--- config.mk ---
export PLATFORM = sky130hd
export DESIGN_NAME = jtag_tap_rsp_flat
export DESIGN_NICKNAME = d
export VERILOG_FILES = /design/src/rtl/jtag_tap_rsp_if.sv /design/src/rtl/jtag_tap_rsp.sv /design/src/flat_wrapper.sv
export SDC_FILE = /design/constraint.sdc
export NUM_CORES = 1
export LEC_CHECK = 0
export ABC_AREA = 1
export CAP_MARGIN = 15
export CORE_UTILIZATION = 30
export DETAILED_ROUTE_END_ITERATION = 8
export PLACE_DENSITY = 0.6
export SLEW_MARGIN = 30
export SYNTH_ARGS = -nofsm -noshare
export SYNTH_HDL_FRONTEND = slang
export SYNTH_SLANG_ARGS = --single-unit
--- constraint.sdc ---
create_clock -name clk -period 2.1 [get_ports clk]
set_input_delay 0.21 -clock clk [delete_from_list [all_inputs] [get_ports clk]]
set_output_delay 0.21 -clock clk [all_outputs]
set_load 0.03 [all_outputs]
--- src/rtl/jtag_tap_rsp_if.sv ---
// Single-beat bus request/response port between the JTAG TAP responder and the debug fabric.
interface jtag_tap_rsp_if;
  logic        req_valid;
  logic        req_ready;
  logic        req_wr;
  logic [1:0]  req_size;
  logic [31:0] req_addr;
  logic [31:0] req_wdata;
  logic        rsp_valid;
  logic [31:0] rsp_rdata;
  logic        rsp_err;

  modport master (
    output req_valid, req_wr, req_size, req_addr, req_wdata,
    input  req_ready, rsp_valid, rsp_rdata, rsp_err
  );

  modport slave (
    input  req_valid, req_wr, req_size, req_addr, req_wdata,
    output req_ready, rsp_valid, rsp_rdata, rsp_err
  );
endinterface

--- src/rtl/jtag_tap_rsp.sv ---
// JTAG TAP responder: oversampled pins, 1149.1 TAP controller, 4-bit IR and
// an ACCESS data register that turns shifted words into single-beat bus requests.
module jtag_tap_rsp #(
  parameter logic [31:0] IDCODE      = 32'h1BA0_C001,
  parameter int          SYNC_STAGES = 2
) (
  input  logic clk,
  input  logic reset,
  input  logic tck,
  input  logic tms,
  input  logic tdi,
  input  logic jtrst,
  output logic tdo,
  jtag_tap_rsp_if.master bus
);

  localparam logic [3:0] IR_IDCODE  = 4'b0001;
  localparam logic [3:0] IR_ACCESS  = 4'b0010;
  localparam logic [3:0] IR_STATUS  = 4'b0011;
  localparam logic [3:0] IR_CAPTURE = 4'b0101;

  typedef enum logic [3:0] {
    TLR, RTI,
    SEL_DR, CAP_DR, SH_DR, EX1_DR, PAUSE_DR, EX2_DR, UPD_DR,
    SEL_IR, CAP_IR, SH_IR, EX1_IR, PAUSE_IR, EX2_IR, UPD_IR
  } tap_state_e;

  logic [SYNC_STAGES-1:0] tckSync_q, tmsSync_q, tdiSync_q, jtrstSync_q;
  logic tckS, tmsS, tdiS, jtrstS;
  logic tckPrev_q, tckRise_q, tckFall_q;

  tap_state_e  state_q;
  logic [3:0]  ir_q, irShift_q;
  logic [66:0] dr_q, dr_d;
  logic        tdo_q;

  logic        reqValid_q, reqWr_q;
  logic [1:0]  reqSize_q;
  logic [31:0] reqAddr_q, reqWdata_q;
  logic        busy_q, err_q, overrun_q;
  logic [31:0] lastRdata_q, lastAddr_q;

  logic tapStep, capDr, shDr, updDr, capIr, shIr, updIr;
  logic accessUpd, rspDone, busyEff, issueReq, badSize, overrunSet, overrunClr;

  always_ff @(posedge clk) begin
    if (reset) begin
      tckSync_q   <= '0;
      tmsSync_q   <= '0;
      tdiSync_q   <= '0;
      jtrstSync_q <= '1;
      tckPrev_q   <= 1'b0;
      tckRise_q   <= 1'b0;
      tckFall_q   <= 1'b0;
    end else begin
      tckSync_q   <= {tckSync_q[SYNC_STAGES-2:0], tck};
      tmsSync_q   <= {tmsSync_q[SYNC_STAGES-2:0], tms};
      tdiSync_q   <= {tdiSync_q[SYNC_STAGES-2:0], tdi};
      jtrstSync_q <= {jtrstSync_q[SYNC_STAGES-2:0], jtrst};
      tckPrev_q   <= tckS;
      tckRise_q   <= tckS & ~tckPrev_q;
      tckFall_q   <= ~tckS & tckPrev_q;
    end
  end

  assign tckS   = tckSync_q[SYNC_STAGES-1];
  assign tmsS   = tmsSync_q[SYNC_STAGES-1];
  assign tdiS   = tdiSync_q[SYNC_STAGES-1];
  assign jtrstS = jtrstSync_q[SYNC_STAGES-1];

  always_ff @(posedge clk) begin
    if (reset || !jtrstS) begin
      state_q <= TLR;
    end else if (tckRise_q) begin
      case (state_q)
        TLR:      state_q <= tmsS ? TLR    : RTI;
        RTI:      state_q <= tmsS ? SEL_DR : RTI;
        SEL_DR:   state_q <= tmsS ? SEL_IR : CAP_DR;
        CAP_DR:   state_q <= tmsS ? EX1_DR : SH_DR;
        SH_DR:    state_q <= tmsS ? EX1_DR : SH_DR;
        EX1_DR:   state_q <= tmsS ? UPD_DR : PAUSE_DR;
        PAUSE_DR: state_q <= tmsS ? EX2_DR : PAUSE_DR;
        EX2_DR:   state_q <= tmsS ? UPD_DR : SH_DR;
        UPD_DR:   state_q <= tmsS ? SEL_DR : RTI;
        SEL_IR:   state_q <= tmsS ? TLR    : CAP_IR;
        CAP_IR:   state_q <= tmsS ? EX1_IR : SH_IR;
        SH_IR:    state_q <= tmsS ? EX1_IR : SH_IR;
        EX1_IR:   state_q <= tmsS ? UPD_IR : PAUSE_IR;
        PAUSE_IR: state_q <= tmsS ? EX2_IR : PAUSE_IR;
        EX2_IR:   state_q <= tmsS ? UPD_IR : SH_IR;
        UPD_IR:   state_q <= tmsS ? SEL_DR : RTI;
        default:  state_q <= TLR;
      endcase
    end
  end

  // Capture/shift act on the rise taken while in the state; update acts on the rise that enters Upd*.
  assign tapStep = tckRise_q & jtrstS;
  assign capDr   = tapStep && (state_q == CAP_DR);
  assign shDr    = tapStep && (state_q == SH_DR);
  assign updDr   = tapStep && tmsS && ((state_q == EX1_DR) || (state_q == EX2_DR));
  assign capIr   = tapStep && (state_q == CAP_IR);
  assign shIr    = tapStep && (state_q == SH_IR);
  assign updIr   = tapStep && tmsS && ((state_q == EX1_IR) || (state_q == EX2_IR));

  always_ff @(posedge clk) begin
    if (reset) begin
      ir_q      <= IR_IDCODE;
      irShift_q <= 4'b0000;
    end else if (!jtrstS || state_q == TLR) begin
      ir_q <= IR_IDCODE;
    end else begin
      if (capIr) begin
        irShift_q <= IR_CAPTURE;
      end else if (shIr) begin
        irShift_q <= {tdiS, irShift_q[3:1]};
      end
      if (updIr) begin
        ir_q <= irShift_q;
      end
    end
  end

  always_comb begin
    dr_d       = dr_q;
    overrunClr = 1'b0;
    if (capDr) begin
      case (ir_q)
        IR_IDCODE: dr_d = {35'd0, IDCODE};
        IR_ACCESS: dr_d = {2'b00, err_q, lastRdata_q, lastAddr_q};
        IR_STATUS: begin
          dr_d       = {64'd0, overrun_q, err_q, busy_q};
          overrunClr = 1'b1;
        end
        default:   dr_d = '0;
      endcase
    end else if (shDr) begin
      case (ir_q)
        IR_IDCODE: dr_d = {35'd0, tdiS, dr_q[31:1]};
        IR_ACCESS: dr_d = {tdiS, dr_q[66:1]};
        IR_STATUS: dr_d = {64'd0, tdiS, dr_q[2:1]};
        default:   dr_d = {66'd0, tdiS};
      endcase
    end
  end

  always_ff @(posedge clk) begin
    if (reset) begin
      dr_q  <= '0;
      tdo_q <= 1'b0;
    end else begin
      dr_q <= dr_d;
      if (tckFall_q && state_q == SH_DR) begin
        tdo_q <= dr_q[0];
      end else if (tckFall_q && state_q == SH_IR) begin
        tdo_q <= irShift_q[0];
      end
    end
  end

  // A response landing in the same clk as an update frees the slot for the new request.
  assign accessUpd  = updDr && (ir_q == IR_ACCESS);
  assign rspDone    = bus.rsp_valid && busy_q;
  assign busyEff    = busy_q && !rspDone;
  assign issueReq   = accessUpd && !busyEff && (dr_q[66:65] != 2'd3);
  assign badSize    = accessUpd && !busyEff && (dr_q[66:65] == 2'd3);
  assign overrunSet = accessUpd && busyEff;

  always_ff @(posedge clk) begin
    if (reset) begin
      reqValid_q  <= 1'b0;
      reqWr_q     <= 1'b0;
      reqSize_q   <= 2'd0;
      reqAddr_q   <= 32'd0;
      reqWdata_q  <= 32'd0;
      busy_q      <= 1'b0;
      err_q       <= 1'b0;
      overrun_q   <= 1'b0;
      lastRdata_q <= 32'd0;
      lastAddr_q  <= 32'd0;
    end else begin
      if (reqValid_q && bus.req_ready) begin
        reqValid_q <= 1'b0;
      end
      if (rspDone) begin
        busy_q      <= 1'b0;
        lastRdata_q <= bus.rsp_rdata;
        err_q       <= bus.rsp_err;
      end
      if (issueReq) begin
        reqValid_q <= 1'b1;
        reqSize_q  <= dr_q[66:65];
        reqWr_q    <= dr_q[64];
        reqWdata_q <= dr_q[63:32];
        reqAddr_q  <= dr_q[31:0];
        lastAddr_q <= dr_q[31:0];
        busy_q     <= 1'b1;
      end
      if (badSize) begin
        err_q <= 1'b1;
      end
      if (overrunSet) begin
        overrun_q <= 1'b1;
      end else if (overrunClr) begin
        overrun_q <= 1'b0;
      end
    end
  end

  assign tdo           = tdo_q;
  assign bus.req_valid = reqValid_q;
  assign bus.req_wr    = reqWr_q;
  assign bus.req_size  = reqSize_q;
  assign bus.req_addr  = reqAddr_q;
  assign bus.req_wdata = reqWdata_q;

endmodule

--- src/flat_wrapper.sv ---
// flat-port wrapper written by rule: the top's interface ports become plain ports
module jtag_tap_rsp_flat 
#(
  parameter logic [31:0] IDCODE      = 32'h1BA0_C001,
  parameter int          SYNC_STAGES = 2
)
  (clk, reset, tck, tms, tdi, jtrst, tdo, bus_req_valid, bus_req_wr, bus_req_size, bus_req_addr, bus_req_wdata, bus_req_ready, bus_rsp_valid, bus_rsp_rdata, bus_rsp_err);
  jtag_tap_rsp_if bus_i ();
  input  logic clk;
  input  logic reset;
  input  logic tck;
  input  logic tms;
  input  logic tdi;
  input  logic jtrst;
  output logic tdo;
  output wire logic [$bits(bus_i.req_valid)-1:0] bus_req_valid;
  output wire logic [$bits(bus_i.req_wr)-1:0] bus_req_wr;
  output wire logic [$bits(bus_i.req_size)-1:0] bus_req_size;
  output wire logic [$bits(bus_i.req_addr)-1:0] bus_req_addr;
  output wire logic [$bits(bus_i.req_wdata)-1:0] bus_req_wdata;
  input wire logic [$bits(bus_i.req_ready)-1:0] bus_req_ready;
  input wire logic [$bits(bus_i.rsp_valid)-1:0] bus_rsp_valid;
  input wire logic [$bits(bus_i.rsp_rdata)-1:0] bus_rsp_rdata;
  input wire logic [$bits(bus_i.rsp_err)-1:0] bus_rsp_err;
  assign bus_req_valid = bus_i.req_valid;
  assign bus_req_wr = bus_i.req_wr;
  assign bus_req_size = bus_i.req_size;
  assign bus_req_addr = bus_i.req_addr;
  assign bus_req_wdata = bus_i.req_wdata;
  assign bus_i.req_ready = bus_req_ready;
  assign bus_i.rsp_valid = bus_rsp_valid;
  assign bus_i.rsp_rdata = bus_rsp_rdata;
  assign bus_i.rsp_err = bus_rsp_err;
  jtag_tap_rsp #(.IDCODE(IDCODE), .SYNC_STAGES(SYNC_STAGES)) u_core (.clk(clk), .reset(reset), .tck(tck), .tms(tms), .tdi(tdi), .jtrst(jtrst), .tdo(tdo), .bus(bus_i));
endmodule
# Yosys cells after proc, flatten, opt, wreduce, memory -nomap -nowiden
# Cells that the tools add are included.
# W data, S select, Z words.
op_classes:
  n_eq_ne: 20
  n_mux: 31
  bitwise_logic: 6
  n_reduce_logical: 37
op_table:
  columns: ["cell", "n"]
  rows:
  - ["$pmux W67 S3", 1]
  - ["$pmux W65 S3", 1]
  - ["$mux W67", 2]
  - ["$pmux W4 S12", 1]
  - ["$eq A4 B4 Y1 const B", 8]
  - ["$mux W4", 6]
  - ["$logic_and A1 B1 Y1", 17]
  - ["$eq A4 B2 Y1 const B", 4]
  - ["$eq A4 B3 Y1 const B", 4]
  - ["$mux W1", 15]
  - ["$reduce_bool A2 Y1", 7]
  - ["$eq A4 B1 Y1 const B", 2]
  - ["$mux W2", 3]
  - ["$mux W3", 2]
  - ["$reduce_or A2 Y1", 3]
  - ["$logic_not A4 Y1", 1]
  - ["$logic_or A1 B1 Y1", 4]
  - ["$and A1 B1 Y1", 3]
  - ["$logic_not A1 Y1", 3]
  - ["$not A1 Y1", 3]
  - ["$reduce_or A3 Y1", 1]
  - ["$eq A2 B2 Y1 const B", 1]
  - ["$ne A2 B2 Y1 const B", 1]
  - ["$reduce_and A2 Y1", 1]
word_totals:
  ff_bits: 194
  input_bits: 41

# Depth between registers and ports, before layout
# Gate-level depths: netlist (run 1).
logic_depth:
  word_depth: 7
  ltp_mapped: 11

# Worst setup path after synthesis (run 1)
# Ideal clock, no wire load.
synth_path:
  path_type: "reg2reg"
  start: "register u_core.state_q[0]"
  end: "register u_core.dr_q[16]"
  setup_ps: 120
  arrival_time_ps: 1360
  t_required_ps: 1980
  slack_ps: 620
  stages_incl_launch_ff: 10
  n_path_buf: 3
  synth_period_minus_slack_ps: 1480
  path_cell_list: "dfxtp_1 -> buf_2 -> nor2_1 -> nand2_1 -> nand2_2 -> nand2_4 -> buf_6 -> buf_6 -> a21oi_1 -> a21oi_1"
synth_between:
  elab_chain_cells: 3
synth_rtl:
  columns: ["item", "line", "text"]
  rows:
  - ["from (decl)", "jtag_tap_rsp.sv:32", "tap_state_e state_q;"]
  - ["from (signal assigned)", "jtag_tap_rsp.sv:76", "TLR: state_q <= tmsS ? TLR : RTI;"]
  - ["from (signal assigned)", "jtag_tap_rsp.sv:77", "RTI: state_q <= tmsS ? SEL_DR : RTI;"]
  - ["from (signal assigned)", "jtag_tap_rsp.sv:78", "SEL_DR: state_q <= tmsS ? SEL_IR : CAP_DR;"]
  - ["$eq A4 B2 Y1 / $eq A4 B3 Y1 (equally long branches)", "jtag_tap_rsp.sv:99, jtag_tap_rsp.sv:100", null]
  - ["$logic_and A1 B1 Y1, on equally long branches", "jtag_tap_rsp.sv:99, jtag_tap_rsp.sv:100", null]
  - ["$mux W67 / $reduce_bool A2 Y1 (equally long branches)", null, null]
  - ["to (signal assigned)", "jtag_tap_rsp.sv:152", "dr_q <= dr_d;"]
  - ["to (decl)", "jtag_tap_rsp.sv:34", "logic [66:0] dr_q, dr_d;"]
# Several ways; a longest one is shown, not always the timed one.
# A chain may end at the register's enable or synchronous reset.

# Worst setup path after layout (run 1)
layout_path:
  start: "register u_core.state_q[0]"
  end: "register u_core.dr_q[23]"
# The elaborated chain is that of the path after synthesis.

==> flow_summary.toml, run 1 <==
[critical_path]
cp_slowest_cell = "dfxtp_1"
path_cells = "nand2_1 > inv_2 > nand2_1 > nand2_2 > nand2_4 > buf_12 > nor2_4 > o211ai_1 > a21oi_1"
setup.worst_path.start_class = "flip-flop"
rr_startpoint = "u_core.state_q[0]"
crit_path_end_kind = "flip-flop"
crit_required_ps = 2450
cp_top_family = "simple AND/OR/NAND/NOR gates"
path_buf_inv = 2
cp_max_fo = 31
r2r-end = "u_core.dr_q[23]"
cp_common_cell = "nand2_1"
cpPeakStageDelay_ps = 500
arrival_ps = 2130
crit_type = "reg -> reg"
reg2reg_slack_ps = 320
ff2ff_path_depth = 9

[floorplan]
core-area_sq_um = 26100
initial_core_util_pct = 30.7
rows = 59
die_area_sq_um = 27400
die_h_microns = 166
io-pin-count = 110
die_w_microns = 166

[timing]
rsz0062_at_grt = "false"
finalHoldViolCount = 0
worst_clock_skew_ps = 18.3
fmax_mhz = 563
maxSlewHeadroom_pct = 48.6
period_share_pct = 84.7
period_minus_slack_ps = 1780
fin_tns_setup_ps = 0
slew_violations = 0
tightestPinTransition_ps = 771
setup_violations = 0

[clock_tree]
cts_buffers = 17
h-tree-depth = 4
path_clk_slew_ps = 80
cts-root-buf = "clkbuf_16"
cts_num_sinks = 194
cts_hold_buffers = 0
postCtsSetupBuffers = 0
clk_latency_ps = 440
cts_tree = "yes"
cts_resized = 0
clock_path_buffers = 2

[global_route]
grt_pass1_wl_mm = 32.8
grt_remaining_overflow = 0
antenna_found_initial = 1
track_usage_pct = 14.5
busiest_layer = "met2"
grt_max_degree = 72
grt_pass1_vias = 6471
grtUsageMet3_pct = 3.54
grtUsageMet2_pct = 23.1
grt.met1_usage_pct = 19.2

[routing]
wl_per_cell_microns = 12.9
drtIter0Drc = 397
wl_mm = 19.6
drc = 10
ant_nets = 0
vias_per_cell = 4.67
drt_pass1_iterations = 7
vias = 7088

[finish]
nets = 1210
synthToLayoutAreaGrowth_pct = 24.6
final_util_pct = 38.3
finalNonFillerCells = 1517
antenna_cells = 0
final_cell_area_sq_um = 10000
final_layout_size_suffix_gt1_share_pct = 6.60

[synth]
synth_seq_cells = 194
ys_warn_count = 0
postSynthNetCount = 1130
ys_seq_area_share_pct = 48.3
postSynthAreaPerCell_sq_um = 7.38
yosys.cell_types.count = 26
synthesis.area_sq_um = 8040
syn-instance-count = 1089

[placed_design]
hpwl_mm = 13.0
globalplace.congestion = 0.862
dp_cells = 1485
portBuffers = 109
place_area_sq_um = 9420

[job]
cap_viol_max_count = 0

[status]
violations = "DRC"
run_status = "complete, but fails checks"

[worst_hold_path]
min_to = "u_core.bus.req_wdata[28]"
hp-class = "in -> reg"
hold-path-cell-count = 4
hold_start = "reset"

[power]
ir_drop_v = 0.000388
cellPowerDensity_nw_per_um2 = 708
power_mw = 7.09
power.leakage_nw = 3.60
[worst max path at each step]
stage | slack, ps | to | startpoint | depth (start not counted)
floorplan | 620 | u_core.dr_q[16] | u_core.state_q[0] | 9
global placement | 430 | u_core.bus.req_wdata[30] | u_core.tckRise_q | 8
detailed placement | 370 | u_core.dr_q[23] | u_core.state_q[0] | 9
CTS | 320 | bus_req_addr[26] | u_core.bus.req_addr[26] | 1
global route | 140 | u_core.dr_q[8] | u_core.state_q[0] | 8
finish | 320 | u_core.dr_q[23] | u_core.state_q[0] | 9
[power breakdown]
part	internal [mW]	leakage, nW	switching, mW
clock network	1.60	0.284	1.61
registers	3.68	1.56	0.00649
logic	0.0909	1.75	0.101
total	5.38	3.60	1.71
[layout make-up]
class | count | area (sq um)
Clock buffer | 18 | 429
Clock inverter | 14 | 164
Fill cell | 2780 | 16100
Inverter | 146 | 548
Multi-Input combinational cell | 681 | 3230
Sequential cell | 194 | 3880
Tap cell | 335 | 419
Timing Repair Buffer | 129 | 1340
[tightest hold or removal path, cell delays in order]
cell	delay (ps)
buf_2	120
inv_2	110
o21ai_0	90
a21oi_1	40
[synthesized netlist by cell type]
library cell  instances  area (sq um)
o211ai_1             18           135
and3_1                1          6.26
inv_1               139           522
nand4_4               1          21.3
nand3_2               2          20.0
a21oi_1             175           876
buf_4                 4          30.0
nand4_1               3          18.8
or2_2                 5          31.3
nand2_2               1          6.26
nand3_1              58           290
o21ai_0             148           741
nor3_1               11          55.1
nor2_4                3          33.8
nor2_1               42           158
o22ai_1               1          6.26
nand2_1             204           766
dfxtp_1             194          3880
clkbuf_1             41           154
inv_2                 7          26.3
nor2_2                3          18.8
nor2_8                1          20.0
buf_6                12           135
buf_2                11          55.1
o21ai_1               3          15.0
nand2_4               1          11.3
[state kept, by name (all words and copies together) (netlist names)]
register / count
u_core.bus.req_addr: 32
u_core.irShift_q: 4
u_core.tdiSync_q: 2
u_core.tckPrev_q: 1
u_core.bus.req_wr: 1
u_core.tdo: 1
u_core.ir_q: 4
u_core.bus.req_wdata: 32
u_core.dr_q: 67
u_core.jtrstSync_q: 2
u_core.bus.req_valid: 1
u_core.tckFall_q: 1
u_core.tckSync_q: 2
u_core.busy_q: 1
u_core.tmsSync_q: 2
u_core.bus.req_size: 2
u_core.overrun_q: 1
u_core.err_q: 1
u_core.tckRise_q: 1
u_core.state_q: 4
u_core.lastRdata_q: 32
[stage by stage]
step | hold slack (ps) | setup WS, ps
after global placement | 398 | 429
after detailed placement | 396 | 373
after CTS | 181 | 315
after global routing | 183 | 143
after floorplan | 314 | 620
final | 170 | 322
[per-layer routing]
layer	routed length (microns)	up-vias	part of all wire [%]
met3	1040	18	5.3
met1	9630	3216	49
met2	8660	150	44
met4	301	2	1.5
li1	-	3702	-
met5	13	-	0.066
[cell families (layout without fill, tap and decap cells)]
kind of cell | after synthesis | count (layout) | synth area share [%]
AOI/OAI and AO/OA | 345 | 345 | 22.1
and+or+nand+nor | 336 | 336 | 18.1
buffers and inverters | 214 | 307 | 11.5
DFF | 194 | 194 | 48.3
[layout by cell type, fill, tap and decap left out, drive strengths merged, types with 6 or more instances in the layout]
| master | netlist | routed |
|---|---|---|
| nand3 | 60 | 60 |
| nand2 | 206 | 206 |
| nor2 | 49 | 49 |
| inv | 146 | 153 |
| clkinv | 0 | 6 |
| a21oi | 175 | 175 |
| clkbuf | 41 | 18 |
| nor3 | 11 | 11 |
| dfxtp | 194 | 194 |
| o211ai | 18 | 18 |
| clkdlybuf4s50 | 0 | 108 |
| buf | 27 | 21 |
| o21ai | 151 | 151 |
Power figures use the tool's default switching activity.
==> run 2, diff against run 1 <==
==> constraint.sdc (replaced) <==
create_clock -name clk -period 1.8 [get_ports clk]
set_input_delay 0.18 -clock clk [delete_from_list [all_inputs] [get_ports clk]]
set_output_delay 0.18 -clock clk [all_outputs]
set_load 0.03 [all_outputs]
==> flow_summary.toml, run 2 (synthesis results as in run 1) <==
[critical_path]
arrival_ps = 1550
critical_path.startpoint = "u_core.bus.req_addr[25]"
crit_path_end_kind = "output pin"
cpPeakStageDelay_ps = 710
setup.worst_path.start_class = "flip-flop"
r2r-end = "u_core.dr_q[10]"
rr_startpoint = "u_core.state_q[3]"
path_cells = "clkdlybuf4s50_1"
crit_required_ps = 1620
cp_top_family = "buffers and inverters"
cp_slowest_cell = "clkdlybuf4s50_1"
reg2reg_slack_ps = 190
path_buf_inv = 1
crit_type = "reg -> out"
ff2ff_path_depth = 8
cp_max_fo = 3

[routing]
vias_per_cell = 4.64
drc = 10
drtIter0Drc = 514
met3RoutedLength_microns = 814
drt_pass1_iterations = 8
routed.top_layer = "met4"
wl_per_cell_microns = 13.2
ant_nets = 0
vias = 7094
wl_mm = 20.2
met2_length_mm = 8.91
wl_met1_mm = 10.2

[global_route]
track_usage_pct = 14.7
grt_pass1_vias = 6371
grt_remaining_overflow = 0
grt_max_degree = 116
antenna_found_initial = 0
grt_pass1_wl_mm = 33.1

[finish]
mostFrequentLayoutCells = "nand2_1, dfxtp_1, a21oi_1"
num-fill-cells = 2792
largest_reg_flops = 67
synthToLayoutAreaGrowth_pct = 26.1
final_util_pct = 38.8
final_common_cell = "nand2_1"
antenna_cells = 0
nets = 1221
regMostFlops = "u_core.dr_q"
final_layout_size_suffix_gt1_share_pct = 7.54

[clock_tree]
cts_hold_buffers = 0
h-tree-depth = 4
cts_num_sinks = 194
cts_buffers = 17
cts_tree = "yes"
clock_path_buffers = 2
clk_latency_ps = 440
postCtsSetupBuffers = 0
cts-root-buf = "clkbuf_16"
cts_resized = 0
path_clk_slew_ps = 70

[floorplan]
rows = 59
die_h_microns = 166
die_area_sq_um = 27400
initial_core_util_pct = 30.7
core-area_sq_um = 26100
die_w_microns = 166
io-pin-count = 110

[placed_design]
dp_slack_ps = 91.5
globalplace.congestion = 0.823
portBuffers = 109
hpwl_mm = 13.4

[timing]
fin_tns_setup_ps = 0
setup_violations = 0
finalWorstSetupSlack_ps = 74.7
rsz0062_at_grt = "false"
slew_violations = 0
period_minus_slack_ps = 1730
worst_clock_skew_ps = 9.34
period_share_pct = 95.8
fmax_mhz = 580
maxSlewHeadroom_pct = 71.7
finalHoldViolCount = 0
whs_ps = 226
tightestPinTransition_ps = 424

[worst_hold_path]
min_to = "u_core.state_q[3]"
hold_start = "reset"
hp-class = "in -> reg"
hold-path-cell-count = 4

[power]
ir_drop_v = 0.000447
power_mw = 8.40
cellPowerDensity_nw_per_um2 = 829
power.leakage_nw = 3.67

[job]
cap_viol_max_count = 0

[status]
run_status = "complete, but fails checks"
violations = "DRC"
run 2: how the worst max path moves through the flow:
| stage | to | cells past startpoint |
|---|---|---|
| global placement | u_core.bus.req_wdata[27] | 7 |
| detailed placement | u_core.bus.req_wdata[30] | 7 |
| CTS | bus_req_wr | 1 |
| floorplan | u_core.dr_q[16] | 9 |
| global route | u_core.bus.req_wdata[30] | 8 |
| finish | bus_req_addr[25] | 1 |
run 2: cell type report:
| cell class | count | area, sq um | share of cell area, % |
|---|---|---|---|
| Sequential cell | 194 | 3880 | 38.4 |
| Tap cell | 335 | 419 | 4.14 |
| Inverter | 146 | 551 | 5.44 |
| Clock buffer | 20 | 457 | 4.51 |
| Clock inverter | 12 | 141 | 1.40 |
| Timing Repair Buffer | 140 | 1440 | 14.3 |
| Multi-Input combinational cell | 681 | 3230 | 31.9 |
run 2: report_power, final:
| group | switching (mW) | total [mW] | internal, mW |
|---|---|---|---|
| Combinational | 0.123 | 0.238 | 0.115 |
| Clock | 1.81 | 3.86 | 2.05 |
| Sequential | 0.00618 | 4.30 | 4.30 |
run 2: per-stage QoR:
| stage | cells | instance area (sq um) |
|---|---|---|
| floorplan | 1089 | 8040 |
| global placement | 1496 | 9530 |
| detailed placement | 1496 | 9530 |
| CTS | 1528 | 10100 |
| global route | 1528 | 10100 |
| finish | 1528 | 10100 |
run 2: per-layer routing:
layer	track usage (%)	vias to the layer above
met3	2.77	18
met1	20.3	3190
li1	-	3728
met2	23.1	158
met5	0	-
met4	4.67	0
